[src/rtl/md_audio_i2s_if.sv]
// Audio bus between the board core and the I2S output stage: mixed L/R words
// and controls in, parallel samples and the I2S pins out.
interface md_audio_i2s_if;
  logic [15:0] A_L;
  logic [15:0] A_R;
  logic [2:0]  vol;
  logic        mute;
  logic [15:0] samp_L;
  logic [15:0] samp_R;
  logic        sample_stb;
  logic        i2s_bclk;
  logic        i2s_lrck;
  logic        i2s_data;

  modport master (
    output A_L, A_R, vol, mute,
    input  samp_L, samp_R, sample_stb, i2s_bclk, i2s_lrck, i2s_data
  );

  modport slave (
    input  A_L, A_R, vol, mute,
    output samp_L, samp_R, sample_stb, i2s_bclk, i2s_lrck, i2s_data
  );
endinterface

[src/rtl/md_audio_i2s.sv]
// Boxcar-decimating audio output stage: averages 2^LOG2_WIN MCLK samples,
// attenuates/mutes, and serialises the result as a 64-BCLK Philips I2S frame.
module md_audio_i2s #(
  parameter int LOG2_WIN = 10
) (
  input  logic           MCLK,
  input  logic           ext_reset,
  md_audio_i2s_if.slave  aud
);

  localparam int ACC_W = 16 + LOG2_WIN;
  localparam logic [LOG2_WIN-1:0] CNT_ONE = 1;

  logic [LOG2_WIN-1:0]     cnt;
  logic [LOG2_WIN-1:0]     cnt_nxt;
  logic                    win_end;
  logic [5:0]              b_nxt;
  logic                    h_nxt;

  logic signed [ACC_W-1:0] acc_L;
  logic signed [ACC_W-1:0] acc_R;
  logic signed [ACC_W-1:0] sum_L;
  logic signed [ACC_W-1:0] sum_R;
  logic signed [15:0]      avg_L;
  logic signed [15:0]      avg_R;
  logic signed [15:0]      att_L;
  logic signed [15:0]      att_R;
  logic [15:0]             out_L;
  logic [15:0]             out_R;

  logic [15:0]             samp_L_q;
  logic [15:0]             samp_R_q;
  logic                    stb_q;
  logic [15:0]             ser_L;
  logic [15:0]             ser_R;
  logic [15:0]             ser_L_nxt;
  logic [15:0]             ser_R_nxt;

  logic                    bclk_q;
  logic                    lrck_q;
  logic                    data_q;
  logic                    lrck_nxt;
  logic                    data_nxt;

  // Pins are registered from the decode of the next count so they never glitch.
  always_comb begin
    cnt_nxt = cnt + CNT_ONE;
    win_end = &cnt;
    b_nxt   = cnt_nxt[LOG2_WIN-1 -: 6];
    h_nxt   = cnt_nxt[LOG2_WIN-7];

    sum_L = acc_L + {{LOG2_WIN{aud.A_L[15]}}, aud.A_L};
    sum_R = acc_R + {{LOG2_WIN{aud.A_R[15]}}, aud.A_R};
    avg_L = sum_L[LOG2_WIN +: 16];
    avg_R = sum_R[LOG2_WIN +: 16];
    // Shift kept separate from the mute select so it stays arithmetic.
    att_L = avg_L >>> aud.vol;
    att_R = avg_R >>> aud.vol;
    out_L = aud.mute ? 16'h0000 : att_L;
    out_R = aud.mute ? 16'h0000 : att_R;

    ser_L_nxt = win_end ? out_L : ser_L;
    ser_R_nxt = win_end ? out_R : ser_R;

    lrck_nxt = (b_nxt >= 6'd31) && (b_nxt != 6'd63);
    data_nxt = 1'b0;
    case (b_nxt[5:4])
      2'd0:    data_nxt = ser_L_nxt[~b_nxt[3:0]];
      2'd2:    data_nxt = ser_R_nxt[~b_nxt[3:0]];
      default: data_nxt = 1'b0;
    endcase
  end

  always_ff @(posedge MCLK) begin
    if (ext_reset) begin
      cnt      <= '0;
      acc_L    <= '0;
      acc_R    <= '0;
      samp_L_q <= '0;
      samp_R_q <= '0;
      ser_L    <= '0;
      ser_R    <= '0;
      stb_q    <= 1'b0;
      bclk_q   <= 1'b0;
      lrck_q   <= 1'b0;
      data_q   <= 1'b0;
    end else begin
      cnt    <= cnt_nxt;
      stb_q  <= win_end;
      bclk_q <= h_nxt;
      lrck_q <= lrck_nxt;
      data_q <= data_nxt;
      ser_L  <= ser_L_nxt;
      ser_R  <= ser_R_nxt;
      if (win_end) begin
        acc_L    <= '0;
        acc_R    <= '0;
        samp_L_q <= out_L;
        samp_R_q <= out_R;
      end else begin
        acc_L <= sum_L;
        acc_R <= sum_R;
      end
    end
  end

  assign aud.samp_L     = samp_L_q;
  assign aud.samp_R     = samp_R_q;
  assign aud.sample_stb = stb_q;
  assign aud.i2s_bclk   = bclk_q;
  assign aud.i2s_lrck   = lrck_q;
  assign aud.i2s_data   = data_q;

endmodule

[src/flat_wrapper.sv]
// flat-port wrapper written by rule: the top's interface ports become plain ports
module md_audio_i2s_flat 
#(
  parameter int LOG2_WIN = 10
)
  (MCLK, ext_reset, aud_A_L, aud_A_R, aud_vol, aud_mute, aud_samp_L, aud_samp_R, aud_sample_stb, aud_i2s_bclk, aud_i2s_lrck, aud_i2s_data);
  md_audio_i2s_if aud_i ();
  input  logic MCLK;
  input  logic ext_reset;
  input wire logic [$bits(aud_i.A_L)-1:0] aud_A_L;
  input wire logic [$bits(aud_i.A_R)-1:0] aud_A_R;
  input wire logic [$bits(aud_i.vol)-1:0] aud_vol;
  input wire logic [$bits(aud_i.mute)-1:0] aud_mute;
  output wire logic [$bits(aud_i.samp_L)-1:0] aud_samp_L;
  output wire logic [$bits(aud_i.samp_R)-1:0] aud_samp_R;
  output wire logic [$bits(aud_i.sample_stb)-1:0] aud_sample_stb;
  output wire logic [$bits(aud_i.i2s_bclk)-1:0] aud_i2s_bclk;
  output wire logic [$bits(aud_i.i2s_lrck)-1:0] aud_i2s_lrck;
  output wire logic [$bits(aud_i.i2s_data)-1:0] aud_i2s_data;
  assign aud_i.A_L = aud_A_L;
  assign aud_i.A_R = aud_A_R;
  assign aud_i.vol = aud_vol;
  assign aud_i.mute = aud_mute;
  assign aud_samp_L = aud_i.samp_L;
  assign aud_samp_R = aud_i.samp_R;
  assign aud_sample_stb = aud_i.sample_stb;
  assign aud_i2s_bclk = aud_i.i2s_bclk;
  assign aud_i2s_lrck = aud_i.i2s_lrck;
  assign aud_i2s_data = aud_i.i2s_data;
  md_audio_i2s #(.LOG2_WIN(LOG2_WIN)) u_core (.MCLK(MCLK), .ext_reset(ext_reset), .aud(aud_i));
endmodule
[config.mk]
export PLATFORM = sky130hd
export DESIGN_NAME = md_audio_i2s_flat
export DESIGN_NICKNAME = d
export VERILOG_FILES = /design/src/rtl/md_audio_i2s_if.sv /design/src/rtl/md_audio_i2s.sv /design/src/flat_wrapper.sv
export SDC_FILE = /design/constraint.sdc
export NUM_CORES = 1
export LEC_CHECK = 0
export BUFFER_PORTS_ARGS = -buffer_cell sky130_fd_sc_hd__buf_4
export CAP_MARGIN = 20
export CORE_ASPECT_RATIO = 1.75
export CORE_MARGIN = 5
export CORE_UTILIZATION = 45
export CTS_CLUSTER_SIZE = 14
export DETAILED_ROUTE_END_ITERATION = 6
export PLACE_DENSITY = 0.69
export SETUP_SLACK_MARGIN = 0.5
export SYNTH_ARGS = -nofsm -noshare
export SYNTH_HDL_FRONTEND = slang
export SYNTH_SLANG_ARGS = --single-unit
[constraint.sdc]
create_clock -name MCLK -period 3.1 [get_ports MCLK]
set_clock_uncertainty 0.05 [all_clocks]
set_input_delay 0.31 -clock MCLK [delete_from_list [all_inputs] [get_ports MCLK]]
set_output_delay 0.31 -clock MCLK [all_outputs]
set_load 0.01 [all_outputs]
==> results by group, run 1 <==
Synth
  • Most frequent cell after synthesis: nand2_1
  • Async SR Flop Fraction: 0%
  • Syn_area_per_cell: 7.89 µm²
  • #FFs+latches synth: 129
  • Most used DFF post-synth: dfxtp_1
  • Synth area leader: dfxtp_1
  • Synthesized area: 8400 µm²
  • Area contributors post-synth: dfxtp_1, a21oi_1, ha_1
  • Top cell type's share of synthesized area: 30.8%
  • Synth cell count leaders: nand2_1, a21oi_1, dfxtp_1
  • Post-synthesis sequential area ratio: 30.8%
  • EDFF count, synth: 0
  • Synth Net Count: 1155
  • Synth unique cells: 83
  • Ys Warns: 0
  • Post-Syn Instances: 1064

Clocking
  • Clock root buffer: clkbuf_16
  • Htree depth: 4
  • Clk slew on worst S/H paths: 0.06 ns
  • CTS tree: built
  • Clk buf depth: 2
  • Clock buffer count from CTS: 17
  • CTS sink count: 129
  • Hold buffers post-CTS: 0
  • Clock latency on the worst-skew pair: 0.44 ns

Floorplan
  • Die Wd: 113 µm
  • # rows: 66
  • # IOs: 74
  • Initial core utilization: 45.4%
  • Core area: 18500 µm²
  • Die Span Y: 191 µm
  • DIE AREA: 21600 µm²

Status
  • Failing checks: setup timing
  • Status: finished with violations

Timing
  • Slew Viols, Final: 0
  • Max-slew headroom: 52.0%
  • Setup TNS: -1.69 ns
  • Slew at the pin with the worst max-slew slack: 0.720 ns
  • RSZ-0062 raised after global routing: true
  • Setup WS post-layout: -0.186 ns
  • Final Critical Period: 3.29 ns
  • Setup Viol. Count Final: 26
  • Max Freq: 304 MHz
  • Crit share post-route: 106%
  • Final Hold Vio Count: 0

Routing
  • Routed length per placed instance: 18.4 µm
  • DR iter-0 viols: 475
  • Drt via density: 5.85
  • Drc violations: 0
  • Iteration count of the initial detailed-routing pass: 5
  • Final ANT Viol Nets: 0
  • Vias after detailed routing: 9344
  • Post-Route WL: 29.3 mm

Placement
  • DP Area: 10900 µm²
  • Placer congestion estimate: 0.947
  • DP Worst Slack: -0.322 ns
  • Placed wire-length estimate: 20.7 mm
  • Post-Place Cells: 1534
  • PortBufs: 73

Global route
  • Initial antenna violation count: 0
  • GRT Total Usage: 26.4%
  • Global-route wire length before repair: 45.8 mm
  • Vias in the first global route: 9445
  • Largest net degree at the start of global routing: 71
  • GRT Residual Overflow: 0

Flow run
  • MaxCap Viol Count: 0

Cells and area
  • Share of cells above drive strength 1: 43.8%
  • Ant diodes: 0
  • Fillers: 1392
  • Fin cells: 1598
  • Post-route cell area: 13000 µm²
  • Final Util: 70.5%
  • Final Net Count: 1438
  • Layout Area Growth over Synthesis: 55.3%

Critical path
  • Critical Path RT: 3.42 ns
  • Worst setup EP type: flip-flop
  • CP startpoint: u_core.acc_L[0]
  • Worst setup path class: reg -> reg
  • Setup crit start kind: flip-flop
  • Worst r2r src: u_core.acc_L[0]
  • Arrival time of the worst setup path: 3.60 ns
  • Crit Path Max Fanout: 4

Power
  • Maximum VDD drop: 497 µV
  • Pleak: 5.42 nW
  • Cell Pwr Density: 988 nW/µm²

Worst hold path
  • Hold Path Origin: aud_A_L[0]
  • Hold Path Class: in -> reg
## state kept, by name (all words and copies together), names as in the netlist
signal,count
u_core.acc_L,26
u_core.acc_R,26
u_core.aud.i2s_data,1
u_core.aud.i2s_lrck,1
u_core.aud.samp_L,16
u_core.aud.samp_R,16
u_core.aud.sample_stb,1
u_core.cnt,10
u_core.ser_L,16
u_core.ser_R,16
## power breakdown
group | internal [W] | total (W) | leakage, nW | switching (W)
clock network | 0.00147 | 0.00227 | 0.321 | 0.000799
registers | 0.00195 | 0.00210 | 1.06 | 0.000146
logic | 0.00435 | 0.00851 | 4.04 | 0.00416
total | 0.00778 | 0.0129 | 5.42 | 0.00510
## routing by layer
| metal | GRT usage, % | part of all wire (%) | vias to the layer above |
|---|---|---|---|
| met2 | 50.0 | 54 | 336 |
| li1 | - | - | 4396 |
| met5 | 0 | 0 | - |
| met4 | 17.9 | 7.5 | 0 |
| met3 | 4.89 | 4.2 | 161 |
| met1 | 25.4 | 34 | 4451 |
## what timing repair did
action | 4_1_cts | 5_1_grt
buffers inserted | 17 | 15
pin swaps | 53 | 68
gates resized for setup | 122 | 121
setup endpoints to repair | 66 | 70
## cell type report
class	instances	area (µm²)	share of cell area, %
multi-input cells	858	6890	52.8
flip-flops and latches	129	2600	19.9
repair buffers	322	2530	19.4
clock buffers	20	457	3.50
well taps	238	298	2.28
clock inverters	12	203	1.55
inverters	19	73.8	0.566
## through the flow
stage / hold slack, ns / total power (W)
after floorplan: 0.376 / 0.00576
final: 0.149 / 0.0129
after CTS: 0.142 / 0.0118
after global placement: 0.386 / 0.00852
after global routing: 0.159 / 0.0136
after detailed placement: 0.389 / 0.00861
## final timing paths
| kind | to | slack [ns] | depth (start not counted) |
|---|---|---|---|
| min reg2reg | u_core.ser_L[0] | 0.40 | 1 |
| min | u_core.acc_L[0] | 0.15 | 3 |
| max reg2reg | u_core.ser_L[10] | -0.19 | 15 |
| max | u_core.ser_L[10] | -0.19 | 15 |
## cells by family (layout without fill, tap and decap cells)
family | after synthesis | after routing | synth area share [%]
and+or+nand+nor | 390 | 390 | 21.1
muxes | 34 | 34 | 5.05
DFF | 129 | 129 | 30.8
xor gates and xnor gates | 57 | 57 | 6.04
AOI/OAI and AO/OA | 324 | 324 | 24.7
adders and majority gates | 53 | 53 | 8.08
buffers and inverters | 77 | 373 | 4.26
## worst max-delay path, cell delays in order, from the launching register on
cell and delay [ns]:
dfxtp_2 0.33, ha_4 0.13, inv_2 0.03, fa_2 0.36
nor2b_4 0.16, o2111ai_4 0.16, a211oi_2 0.32, nor3_2 0.12
o21ai_2 0.28, xnor2_2 0.18, buf_4 0.17, and2_1 0.15
a211oi_1 0.38, o21a_4 0.22, a21oi_2 0.03, nor2_1 0.11
## cells in the final DEF, fill, tap and decap left out, types with 16 or more instances in the layout
cell type,instances
nand2_1,131
clkbuf_16,17
dfxtp_1,118
ha_4,22
buf_4,295
xnor2_1,22
nand3_1,24
a21oi_1,71
a21o_1,16
and2_1,22
o21ai_1,18
o21ai_0,23
ha_1,29
buf_6,26
a21oi_2,56
xor2_1,17
nor2_1,106
Note: power is estimated with default switching activity, not from simulation.
==> run 2: changes to the inputs <==
- CORE_UTILIZATION: 45 -> 39
- PLACE_DENSITY: 0.69 -> 0.62
==> results by group, run 2 (synthesized netlist as in run 1, its figures left out) <==
Status
  • Status: finished with violations
  • Failing checks: setup timing

Floorplan
  • Initial core utilization: 39.4%
  • Core area: 21300 µm²
  • DIE AREA: 24700 µm²
  • Die Span Y: 204 µm
  • Die Wd: 121 µm
  • # rows: 71
  • # IOs: 74

Global route
  • Met3 Track Usage GR: 4.40%
  • Vias in the first global route: 9140
  • GRT Residual Overflow: 0
  • Initial antenna violation count: 0
  • Largest net degree at the start of global routing: 71
  • M1 GR Usage: 22.0%
  • Busiest grt layer: met2
  • GRT Total Usage: 22.6%
  • Global-route wire length before repair: 44.5 mm
  • Met2 Use GR: 42.4%

Power
  • Cell Pwr Density: 1010 nW/µm²
  • Pleak: 5.54 nW
  • Maximum VDD drop: 463 µV

Cells and area
  • Share of cells above drive strength 1: 44.6%
  • Ant diodes: 0
  • Most frequent cells in the layout: buf_4, nand2_1, dfxtp_1
  • Layout Area Growth over Synthesis: 58.1%
  • Top flop regs: u_core.acc_L (26), u_core.acc_R (26)
  • Final Net Count: 1455
  • Leading cell type in the layout, fill and taps excluded: buf_4

Clocking
  • Hold buffers post-CTS: 0
  • Clk buf depth: 2
  • Clock latency on the worst-skew pair: 0.44 ns
  • Clock root buffer: clkbuf_16
  • Clock buffer count from CTS: 17
  • Htree depth: 4
  • Clk slew on worst S/H paths: 0.06 ns
  • CTS sink count: 129
  • CTS tree: built

Placement
  • DP Worst Slack: -0.373 ns
  • Placed wire-length estimate: 20.9 mm
  • Placer congestion estimate: 0.940
  • PortBufs: 73

Critical path
  • Worst setup path class: reg -> reg
  • CP Depth: 17
  • Arrival time of the worst setup path: 3.60 ns
  • Setup crit start kind: flip-flop
  • Crit-path cells: ha_4, inv_2, fa_2, nor2b_4, o2111ai_4, a211oi_4, buf_4, buf_6, nor4b_4, a311oi_4, buf_6, a22oi_2, o211ai_1, a21oi_1, a32oi_2, o2111ai_1, a32oi_1
  • FF-to-FF path depth: 17
  • CP startpoint: u_core.acc_L[0]
  • Slowest cell on the critical path: fa_2
  • Worst path most repeated cell: buf_6
  • Crit path largest cell delay: 0.35 ns
  • Reg-to-reg setup timing slack: -0.19 ns
  • Crit Path Max Fanout: 3
  • Critical Path RT: 3.40 ns
  • Worst r2r src: u_core.acc_L[0]
  • Reg2reg end: u_core.aud.i2s_data
  • Crit path capture: u_core.aud.i2s_data
  • Largest delay share family, worst path: compound AO/OA/AOI/OAI gates
  • Worst setup EP type: flip-flop
  • Worst path buffer plus inverter count: 4

Timing
  • Final Hold Vio Count: 0
  • Crit share post-route: 106%
  • Setup WS post-layout: -0.192 ns
  • RSZ-0062 raised after global routing: true
  • Fin Hold WS: 0.141 ns
  • Slew Viols, Final: 0
  • Max Freq: 304 MHz
  • Slew at the pin with the worst max-slew slack: 0.713 ns
  • Final Critical Period: 3.29 ns
  • Max-slew headroom: 52.5%
  • Setup Viol. Count Final: 20

Routing
  • Drt via density: 5.56
  • Drc violations: 0
  • Final ANT Viol Nets: 0
  • Post-Route WL: 28.7 mm
  • Vias after detailed routing: 9074
  • Iteration count of the initial detailed-routing pass: 5
  • DR iter-0 viols: 570
  • Routed length per placed instance: 17.6 µm

Flow run
  • MaxCap Viol Count: 0

Worst hold path
  • Hold Path Class: in -> reg
[run 2: cell types whose count changed in the layout (fill, tap and decap cells not counted), sizes merged]
cell / before / now
buf: 322 / 339
bufinv: 5 / 8
clkbuf: 20 / 19
clkinv: 5 / 4
inv: 20 / 19
[run 2: repair_timing]
item	in CTS	in global routing
hold endpoints to repair	0	0
buffers inserted	22	24
resized for setup	121	134
cloned	0	0
setup endpoints to repair	64	69
pin swaps	79	53
[run 2: layout make-up]
type	count	area, µm²
fillers	1808	8050
multi-input cells	858	6880
repair buffers	339	2690
flip-flops and latches	129	2590
clock buffers	19	443
well taps	255	319
clock inverters	13	279
inverters	19	71.3
[run 2: metrics by stage]
stage	total power, W	util, %	setup TNS (ns)	instance area, µm²	instances
floorplan	0.00576	-	-0.142	8690	1064
detailed placement	0.00863	51.2	-5.59	10900	1554
finish	0.0134	62.3	-1.35	13300	1632
global route	0.0142	62.3	-5.36	13300	1632
CTS	0.0122	58.5	-1.07	12500	1608
global placement	0.00857	51.2	-5.16	10900	1554
[run 2: layer usage]
metal	vias up	routed length, µm
li1	4419	-
met1	4290	10200
met2	251	15700
met3	114	1010
met4	0	1810
met5	-	0
[run 2: worst min-delay path by stage]
| stage | slack [ns] | start | cells past startpoint | to |
|---|---|---|---|---|
| 2_1_floorplan | 0.38 | u_core.ser_L[0] | 1 | u_core.ser_L[0] |
| 3_3_place_gp | 0.39 | u_core.ser_R[2] | 2 | u_core.ser_R[2] |
| 3_5_place_dp | 0.39 | u_core.ser_L[0] | 1 | u_core.ser_L[0] |
| 4_1_cts | 0.13 | aud_A_L[0] | 3 | u_core.acc_L[0] |
| 5_1_grt | 0.16 | aud_A_L[0] | 3 | u_core.acc_L[0] |
| 6_report | 0.14 | aud_A_L[0] | 3 | u_core.acc_L[0] |
[run 2: worst min-delay path, stage by stage]
cell and delay, ns:
buf_4 0.09, ha_4 0.10, and2_1 0.10
[run 2: power by group]
part	leakage (nW)	internal [W]	switching [W]
clock network	0.348	0.00169	0.000811
registers	1.06	0.00195	0.000148
logic	4.13	0.00463	0.00417
==> run 3: changes to the inputs <==
- MAX_ROUTING_LAYER: unset -> met4
==> results by group, run 3 (synthesized netlist as in run 1, its figures left out) <==
Clocking
  • Clk slew on worst S/H paths: 0.06 ns
  • CTS tree: built
  • Htree depth: 4
  • Clk buf depth: 2
  • Hold buffers post-CTS: 0
  • Clock root buffer: clkbuf_16
  • Clock latency on the worst-skew pair: 0.43 ns
  • CTS sink count: 129
  • Clock buffer count from CTS: 17

Cells and area
  • Ant diodes: 0
  • Final Net Count: 1467
  • Leading cell type in the layout, fill and taps excluded: buf_4
  • Most frequent cells in the layout: buf_4, nand2_1, dfxtp_1
  • Top flop regs: u_core.acc_L (26), u_core.acc_R (26)
  • Final Util: 62.0%
  • Share of cells above drive strength 1: 46.1%
  • Layout Area Growth over Synthesis: 57.5%

Routing
  • Drt via density: 5.59
  • Vias after detailed routing: 9198
  • Final ANT Viol Nets: 0
  • Routed length per placed instance: 17.7 µm
  • Post-Route WL: 29.0 mm
  • Iteration count of the initial detailed-routing pass: 7
  • Drc violations: 0
  • DR iter-0 viols: 422

Flow run
  • MaxCap Viol Count: 0

Timing
  • Setup WS post-layout: -0.206 ns
  • Setup Viol. Count Final: 15
  • Final Critical Period: 3.31 ns
  • Slew Viols, Final: 0
  • Crit share post-route: 107%
  • Max Freq: 302 MHz
  • Final Hold Vio Count: 0
  • Slew at the pin with the worst max-slew slack: 0.748 ns
  • RSZ-0062 raised after global routing: true
  • Max-slew headroom: 50.2%

Power
  • Sw frac: 39.4%
  • Sequential power share: 16.3%
  • Clk pwr share: 16.6%
  • Pleak: 5.56 nW
  • Int Power: 0.00781 W
  • Cell Pwr Density: 975 nW/µm²
  • Pwr Total: 0.0129 W
  • P_sw: 0.00507 W
  • Comb pwr share: 67.1%
  • Maximum VDD drop: 465 µV

Critical path
  • Critical Path RT: 3.35 ns
  • Crit Path Max Fanout: 3
  • Setup crit start kind: flip-flop
  • Worst setup path class: reg -> reg
  • Arrival time of the worst setup path: 3.56 ns
  • Worst setup EP type: flip-flop

Global route
  • Vias in the first global route: 9270
  • Initial antenna violation count: 0
  • GRT Residual Overflow: 0
  • Global-route wire length before repair: 45.2 mm
  • GRT Total Usage: 23.6%
  • Largest net degree at the start of global routing: 71

Placement
  • Placer congestion estimate: 0.953
  • PortBufs: 73
  • Placed wire-length estimate: 21.1 mm

Floorplan
  • # rows: 71
  • Die Span Y: 204 µm
  • Core area: 21300 µm²
  • # IOs: 74
  • DIE AREA: 24700 µm²
  • Die Wd: 121 µm
  • Initial core utilization: 39.4%

Worst hold path
  • Hold Path Class: in -> reg

Status
  • Failing checks: setup timing
  • Status: finished with violations
## run 3: cell count changes in the layout (fill, tap and decap cells not counted), moves of 4 or more
cell / change
bufinv_16: -5
a21oi_1: -7
dfxtp_2: +4
a21oi_2: +11
ha_1: +4
o31ai_2: +4
a21oi_4: -4
buf_4: +13
dfxtp_1: -4
## run 3: critical path, stage by stage, from the launching register on
cell and delay, ns:
dfxtp_2 0.32, ha_4 0.21, a21o_1 0.19, buf_4 0.14, a21oi_2 0.25, a211o_4 0.22, a21oi_4 0.06, or4_4 0.51
and2_4 0.18, mux4_2 0.47, and2_4 0.15, o21a_1 0.22, a21oi_1 0.13, nor2_1 0.05
## run 3: layer usage
layer	vias to the layer above	global-route usage (%)	wire length [µm]
met5	-	-	0
met4	0	12.2	1520
met3	98	3.46	913
met2	242	45.0	16200
met1	4413	22.5	10400
li1	4445	-	-
## run 3: layout make-up
type                       instances  area, µm²
multi-input combinational        858       6850
clock buffer                      21        460
clock inverter                    11        153
tap                              255        319
timing repair buffer             351       2770
sequential                       129       2600
fill                            1801       8100
inverter                          19       71.3
## run 3: what timing repair did
action,4_1_cts,5_1_grt
setup buffers,31,20
gates resized for setup,142,120
cloned,0,0
endpoints found under the setup margin,64,66
pin swaps,82,62
## run 3: worst paths after layout
check,startpoint,to,slack [ns],cells after the start
max,u_core.acc_L[4],u_core.ser_L[10],-0.21,13
min,aud_A_L[0],u_core.acc_L[0],0.15,3
max reg2reg,u_core.acc_L[4],u_core.ser_L[10],-0.21,13
min reg2reg,u_core.aud.samp_L[7],u_core.aud.samp_L[7],0.40,2
## run 3: power by group through the flow
| stage | Sequential [W] | Clock (W) | Combinational [W] |
|---|---|---|---|
| 2_1_floorplan | 0.00205 | 0 | 0.00371 |
| 5_1_grt | 0.00212 | 0.00226 | 0.00924 |
| 6_report | 0.00210 | 0.00214 | 0.00865 |
| 3_5_place_dp | 0.00209 | 0 | 0.00663 |
| 4_1_cts | 0.00209 | 0.00218 | 0.00769 |
| 3_3_place_gp | 0.00209 | 0 | 0.00658 |
## run 3: stage by stage
stage	hold WS (ns)	cell area [µm²]	instances	worst slack, ns	setup TNS, ns
2_1_floorplan	0.376	8690	1064	-0.142	-0.142
3_3_place_gp	0.389	11000	1561	-0.280	-4.50
3_5_place_dp	0.394	11000	1561	-0.406	-5.03
4_1_cts	0.139	12500	1624	-0.174	-1.30
5_1_grt	0.166	13200	1644	-0.311	-4.88
6_report	0.151	13200	1644	-0.206	-1.53
